### src/rtl/mux4_scan_if.sv
// Valid/ready bundle between the mux sequencer and its word source / bit sink.
// master = source+sink side, slave = sequencer.
interface mux4_scan_if;
  logic       in_valid;
  logic       in_ready;
  logic [3:0] in_data;
  logic [3:0] chan_mask;
  logic       out_valid;
  logic       out_ready;
  logic       out_bit;
  logic [1:0] out_chan;
  logic       out_last;

  modport master (
    output in_valid, in_data, chan_mask, out_ready,
    input  in_ready, out_valid, out_bit, out_chan, out_last
  );

  modport slave (
    input  in_valid, in_data, chan_mask, out_ready,
    output in_ready, out_valid, out_bit, out_chan, out_last
  );
endinterface

### src/rtl/mux4_scan_ctrl.sv
// Sequencer for a 4:1 mux: latches a word, walks the enabled
// channels in ascending order and streams the mux output serially.
module mux4_scan_ctrl #(
  parameter int GAP   = 0,
  parameter int GAP_W = 4
) (
  input  logic        clk,
  input  logic        rst_n,
  mux4_scan_if.slave  bus,
  output logic        i0_o,
  output logic        i1_o,
  output logic        i2_o,
  output logic        i3_o,
  output logic        sel1_o,
  output logic        sel0_o,
  input  logic        mux_y_i,
  output logic        drop_o
);

  typedef enum logic [1:0] {
    S_IDLE,
    S_SCAN,
    S_GAP
  } state_e;

  state_e           state_q;
  logic [3:0]       data_q;
  logic [3:0]       mask_q;
  logic [1:0]       sel_q;
  logic             valid_q;
  logic             last_q;
  logic             drop_q;
  logic [GAP_W-1:0] gap_q;

  logic [1:0]       first_sel_d;
  logic             first_last_d;
  logic [1:0]       step_sel_d;
  logic             step_last_d;

  function automatic logic [1:0] low_idx(input logic [3:0] m);
    logic [1:0] r;
    r = 2'd0;
    for (int k = 3; k >= 0; k--) begin
      if (m[k]) r = 2'(k);
    end
    return r;
  endfunction

  // Bits strictly above channel c; empty means c is the final beat.
  function automatic logic [3:0] above(input logic [1:0] c);
    return 4'b1110 << c;
  endfunction

  always_comb begin
    first_sel_d  = low_idx(bus.chan_mask);
    first_last_d = ~|(bus.chan_mask & above(first_sel_d));
    step_sel_d   = low_idx(mask_q & above(sel_q));
    step_last_d  = ~|(mask_q & above(step_sel_d));
  end

  always_ff @(posedge clk) begin
    if (!rst_n) begin
      state_q <= S_IDLE;
      data_q  <= 4'd0;
      mask_q  <= 4'd0;
      sel_q   <= 2'd0;
      valid_q <= 1'b0;
      last_q  <= 1'b0;
      drop_q  <= 1'b0;
      gap_q   <= '0;
    end else begin
      drop_q <= 1'b0;
      unique case (state_q)
        S_IDLE: begin
          if (bus.in_valid) begin
            data_q <= bus.in_data;
            mask_q <= bus.chan_mask;
            if (bus.chan_mask == 4'd0) begin
              drop_q <= 1'b1;
            end else begin
              sel_q   <= first_sel_d;
              last_q  <= first_last_d;
              valid_q <= 1'b1;
              state_q <= S_SCAN;
            end
          end
        end
        S_SCAN: begin
          if (bus.out_ready) begin
            if (last_q) begin
              valid_q <= 1'b0;
              last_q  <= 1'b0;
              if (GAP == 0) begin
                state_q <= S_IDLE;
              end else begin
                state_q <= S_GAP;
                gap_q   <= GAP_W'(GAP);
              end
            end else begin
              sel_q  <= step_sel_d;
              last_q <= step_last_d;
            end
          end
        end
        S_GAP: begin
          gap_q <= gap_q - GAP_W'(1);
          if (gap_q == GAP_W'(1)) state_q <= S_IDLE;
        end
        default: state_q <= S_IDLE;
      endcase
    end
  end

  assign bus.in_ready  = rst_n & (state_q == S_IDLE);
  assign bus.out_valid = valid_q;
  assign bus.out_bit   = mux_y_i & valid_q;
  assign bus.out_chan  = sel_q;
  assign bus.out_last  = last_q;

  assign {i3_o, i2_o, i1_o, i0_o} = data_q;
  assign {sel1_o, sel0_o}         = sel_q;
  assign drop_o                   = drop_q;

endmodule

### src/flat_wrapper.sv
// flat-port wrapper written by rule: the top's interface ports become plain ports
module mux4_scan_ctrl_flat 
#(
  parameter int GAP   = 0,
  parameter int GAP_W = 4
)
  (clk, rst_n, i0_o, i1_o, i2_o, i3_o, sel1_o, sel0_o, mux_y_i, drop_o, bus_in_valid, bus_in_data, bus_chan_mask, bus_out_ready, bus_in_ready, bus_out_valid, bus_out_bit, bus_out_chan, bus_out_last);
  mux4_scan_if bus_i ();
  input  logic clk;
  input  logic rst_n;
  output logic i0_o;
  output logic i1_o;
  output logic i2_o;
  output logic i3_o;
  output logic sel1_o;
  output logic sel0_o;
  input  logic mux_y_i;
  output logic drop_o;
  input wire logic [$bits(bus_i.in_valid)-1:0] bus_in_valid;
  input wire logic [$bits(bus_i.in_data)-1:0] bus_in_data;
  input wire logic [$bits(bus_i.chan_mask)-1:0] bus_chan_mask;
  input wire logic [$bits(bus_i.out_ready)-1:0] bus_out_ready;
  output wire logic [$bits(bus_i.in_ready)-1:0] bus_in_ready;
  output wire logic [$bits(bus_i.out_valid)-1:0] bus_out_valid;
  output wire logic [$bits(bus_i.out_bit)-1:0] bus_out_bit;
  output wire logic [$bits(bus_i.out_chan)-1:0] bus_out_chan;
  output wire logic [$bits(bus_i.out_last)-1:0] bus_out_last;
  assign bus_i.in_valid = bus_in_valid;
  assign bus_i.in_data = bus_in_data;
  assign bus_i.chan_mask = bus_chan_mask;
  assign bus_i.out_ready = bus_out_ready;
  assign bus_in_ready = bus_i.in_ready;
  assign bus_out_valid = bus_i.out_valid;
  assign bus_out_bit = bus_i.out_bit;
  assign bus_out_chan = bus_i.out_chan;
  assign bus_out_last = bus_i.out_last;
  mux4_scan_ctrl #(.GAP(GAP), .GAP_W(GAP_W)) u_core (.clk(clk), .rst_n(rst_n), .bus(bus_i), .i0_o(i0_o), .i1_o(i1_o), .i2_o(i2_o), .i3_o(i3_o), .sel1_o(sel1_o), .sel0_o(sel0_o), .mux_y_i(mux_y_i), .drop_o(drop_o));
endmodule
### config.mk
export PLATFORM = sky130hd
export DESIGN_NAME = mux4_scan_ctrl_flat
export DESIGN_NICKNAME = d
export VERILOG_FILES = /design/src/rtl/mux4_scan_if.sv /design/src/rtl/mux4_scan_ctrl.sv /design/src/flat_wrapper.sv
export SDC_FILE = /design/constraint.sdc
export NUM_CORES = 1
export LEC_CHECK = 0
export CORE_ASPECT_RATIO = 1.1
export CORE_MARGIN = 8
export CORE_UTILIZATION = 44
export CTS_CLUSTER_SIZE = 20
export DETAILED_ROUTE_END_ITERATION = 6
export PLACE_DENSITY = 0.86
export SETUP_SLACK_MARGIN = 0.02
export SLEW_MARGIN = 40
export SYNTH_ARGS = -nofsm -noshare
export SYNTH_HDL_FRONTEND = slang
export SYNTH_SLANG_ARGS = --single-unit
### constraint.sdc
create_clock -name clk -period 2 [get_ports clk]
set_input_delay 0.4 -clock clk [delete_from_list [all_inputs] [get_ports clk]]
set_output_delay 0.4 -clock clk [all_outputs]
set_load 0.005 [all_outputs]
[Word-level counts from Yosys, hierarchy flattened]
Cells that the tools add are included.
Storage, ports and cells
  register bits after elaboration: 19
  logic and storage cells: 69
Operators by class
  add/subtract/negate cells: 1
  equality and inequality tests: 9
  shift-type cells: 3
  muxes and demuxes: 30
  bitwise operators: 5
  reduce and logical (&&, ||, !) cells: 13
Operator list (count)
  $mux 2: 17
  $reduce_and 5->1: 3
  $and 4x4->4: 3
  $shl 4x2->4 const A: 3
  $mux 1: 9
  $ne 2x2->1 const B: 4
  $reduce_or 4->1: 2
  $pmux 2 s3: 1
  $eq 4x1->1 const B: 1
  $logic_not 4->1: 1
  $ne 2x1->1 const B: 2
  $pmux 1 s2: 2
  $pmux 2 s2: 1
  $reduce_and 4->1: 1
  $sub 4x1->4 const B: 1
  $reduce_and 3->1: 1
  $and 1x1->1: 2
  $eq 2x1->1 const B: 1
  $eq 2x2->1 const B: 1
  $logic_not 1->1: 2
  $logic_not 2->1: 1
  $reduce_and 2->1: 1
  $reduce_bool 2->1: 1

[Longest topological paths before layout]
  depth in word-level cells: 13
  mapped depth: 5
  depth with buffers taken out: 4

[Least setup slack after synthesis]
No wires, ideal clock.
  path kind: input to register
  start point: input bus_chan_mask[2]
  end point: register u_core.last_q (netlist: u_core.bus.out_last)
  setup time: 0.086 ns
  arrival time: 1.211 ns
  path slack: 0.702 ns
  stages on the path: 4
  path buffers: 0
  cells stage by stage: nor4_4 > o211ai_2 > and2_4 > a221oi_2
Between the ends
  word-level cells in the longest chain between the ends: 10
RTL lines
  from (decl): RTL line flat_wrapper.sv:21  | input wire logic [$bits(bus_i.chan_mask)-1:0] bus_chan_mask;
  $mux 2 (3 in series): RTL line mux4_scan_ctrl.sv:44  | if (m[k]) r = 2'(k);
  $shl 4x2->4: RTL line mux4_scan_ctrl.sv:51  | return 4'b1110 << c;
  $and 4x4->4: RTL line mux4_scan_ctrl.sv:56  | first_last_d = ~|(bus.chan_mask & above(first_sel_d));
  $reduce_or 4->1: RTL line mux4_scan_ctrl.sv:56
  $logic_not 1->1: RTL line mux4_scan_ctrl.sv:56
  $mux 1: RTL line mux4_scan_ctrl.sv:78  | if (bus.chan_mask == 4'd0) begin
  $mux 1: RTL line mux4_scan_ctrl.sv:75  | if (bus.in_valid) begin
  $pmux 1 s2: RTL line mux4_scan_ctrl.sv:73  | unique case (state_q)
  to (signal assigned): RTL line mux4_scan_ctrl.sv:82  | last_q <= first_last_d;
  to (signal assigned): RTL line mux4_scan_ctrl.sv:101  | last_q <= step_last_d;
  to (decl): RTL line mux4_scan_ctrl.sv:31  | logic last_q;
Parallel ways exist; a longest one is shown, timed or not. The select of a mux whose other input is x is not followed.
A chain may end at the register's enable or synchronous reset.

==> results <==
## cells in the final DEF, fill, tap and decap left out, types with 2 or more instances in the layout
cell	n
clkdlybuf4s50_1	24
nand2_1	15
dfxtp_1	12
a21oi_1	10
nor2_1	7
o21ai_0	5
inv_1	4
clkbuf_4	3
buf_4	3
nor2b_1	2
a31oi_1	2
## routing by layer
metal,vias up,track usage,routed length [um]
li1,339,-,-
met1,288,0.123,689
met2,24,0.202,800
met3,2,0.0737,211
met4,0,0.0444,14
met5,-,0,0
## kinds of logic after synthesis
| kind of cell | Yosys count | synth area share |
|---|---|---|
| adder cells (fa/ha/maj) | 1 | 0.0153 |
| AND/OR/NAND/NOR | 34 | 0.287 |
| buffers and inverters | 10 | 0.0728 |
| flip-flops | 12 | 0.368 |
| AO/OA/AOI/OAI | 25 | 0.257 |
## power by group through the flow
stage | clock (mW) | combinational [mW] | sequential [mW]
finish | 0.145 | 0.159 | 0.281
global route | 0.162 | 0.173 | 0.286
CTS | 0.152 | 0.161 | 0.281
detailed placement | 0 | 0.160 | 0.287
global placement | 0 | 0.156 | 0.286
floorplan | 0 | 0.0804 | 0.280
## path summary, 6_finish.rpt
check	from	endpoint	cells after the start
max	u_core.state_q[0]$_SDFFE_PN0P_	bus_out_bit	2
min	u_core.data_q[0]$_SDFFE_PN0P_	u_core.data_q[0]$_SDFFE_PN0P_	2
max reg2reg	u_core.state_q[0]$_SDFFE_PN0P_	u_core.bus.out_last$_SDFFE_PN0P_	4
min reg2reg	u_core.data_q[0]$_SDFFE_PN0P_	u_core.data_q[0]$_SDFFE_PN0P_	2
## sequential cells by signal, indices dropped and copies added (netlist names)
name	flops
u_core.bus.out_chan	2
u_core.bus.out_last	1
u_core.data_q	4
u_core.drop_o	1
u_core.mask_q	3
u_core.state_q	1
## repair_timing
item	CTS	global route
buffers inserted	0	0
hold buffers	0	0
setup endpoints to repair	0	1
resized for setup	0	1
## critical path: cells and delay by family, from the launching register on
family / cells / cell delay (ns)
flip-flops: 1 / 0.57
buffers and inverters: 1 / 0.50
AND/OR/NAND/NOR: 1 / 0.18
## final cells by class
class	count	area share
multi-input cells	60	0.389
inverters	4	0.0160
flip-flops and latches	12	0.256
well taps	16	0.0213
repair buffers	28	0.293
clock buffers	3	0.0240
==> flow_summary.yaml <==
floorplanning:
  row_count: 14
  die_w_um: 52.7
  io_pins: 26
  start_util: 0.472
  chipHeight_um: 56.4
  core_sq_um: 1380
  die_area_sq_um: 2970
synthesis:
  syn_avg_cell_area_sq_um: 7.96
  synthCells: 82
  yosys-top-cells-area: "dfxtp_1 (37%), nand2_1 (8.6%), a21oi_1 (7.7%), nor2_1 (4.0%), o21ai_0 (3.8%)"
  synthTopCellsByCount: "nand2_1 (15), dfxtp_1 (12), a21oi_1 (10)"
  yosys.area.top_type: "dfxtp_1"
  syn-cell-area_sq_um: 653
  synth_async_sr_flop_share: 0
  yosysMostFrequentCell: "nand2_1"
  synth_top_area_share: 0.368
  yosysSeqAreaShare: 0.368
  synth_ff_type: "dfxtp_1"
  yosys_warnings: 0
  synth_seq_cells: 12
  yosysUniqueCellTypes: 30
  synth_edf_count: 0
  syn-num-nets: 95
grt:
  antenna_found_initial: 0
  grt_pass1_wl_um: 2890
  grt_max_degree: 14
  grt_pass1_vias: 660
  grt.overflow.total: 0
  track_usage: 0.123
timing:
  hold_ws_ns: 0.458
  timing.final.crit_period_ns: 1.92
  setup_tns_ns: 0
  worst_pin_slew_ns: 0.400
  finalHoldViolCount: 0
  report.final.slew_viol_count: 0
  final-setup-viol-count: 0
  fin_ws_ns: 0.0817
  skew_ns: 0.00557
  timing.fmax_ghz: 0.521
  rsz0062_at_grt: "no"
  relSlewSlack: 0.733
  finalCritPeriodShare: 0.959
hold_path:
  hold_class: "reg -> reg"
drt:
  drtIter0Drc: 18
  first_pass_iters: 4
  antenna_left: 0
  routed_wl_um: 1720
  route.detailed.drc: 0
  routed_via_density: 5.31
  vias: 653
  wl_per_cell_um: 14.0
worst_setup_path:
  slowest_delay_ns: 0.57
  crit_path_end_kind: "primary output"
  crit_slowest_cell: "dfxtp_1"
  crit_type: "reg -> out"
  reg2reg_slack_ns: 0.51
  crit_required_ns: 1.60
  path_cells: "and2_1 > clkdlybuf4s50_1"
  worst_setup_path_start_kind: "register"
  cp_max_fo: 13
  crit_arrival_ns: 1.52
cts:
  cts-root-buf: "clkbuf_4"
  clock_latency_ns: 0.27
  htreeDepth: 1
  cts.sinks: 12
  cts.clk_slew.worst_paths_ns: 0.07
  ctsLongestPathBuffers: 2
  cts_tree: "yes"
  numCtsBuffers: 3
layout:
  antennaDiodeCount: 0
  finalNetCount: 122
  seq_area_sq_um: 240
  drive_gt1_frac: 0.131
  fin_area_sq_um: 938
  multi_input_area_sq_um: 365
  final_util: 0.678
  area_delta_synth_final_pct: 43.7
  fillers: 134
  instances_no_fill: 123
placed_design:
  place_area_sq_um: 913
  hpwl_um: 1280
  place_ws_ns: 0.0334
  dp.cells: 120
  gp_congestion: 0.898
  portBuffers: 25
run_status:
  run_status: "complete, no violations"
power:
  p_switching_uw: 166
  p_total_uw: 586
  combPwrFrac: 0.271
  clkPwrFrac: 0.248
  switching_share: 0.283
  ir_drop_mv: 0.380
  pwr_density_cell_nw_per_um2: 624
  internal_power_uw: 420
  leakage_nw: 0.355
  power_frac_seq: 0.480
run:
  cap_violations: 0
No activity file was read; power rests on OpenSTA's default activity.
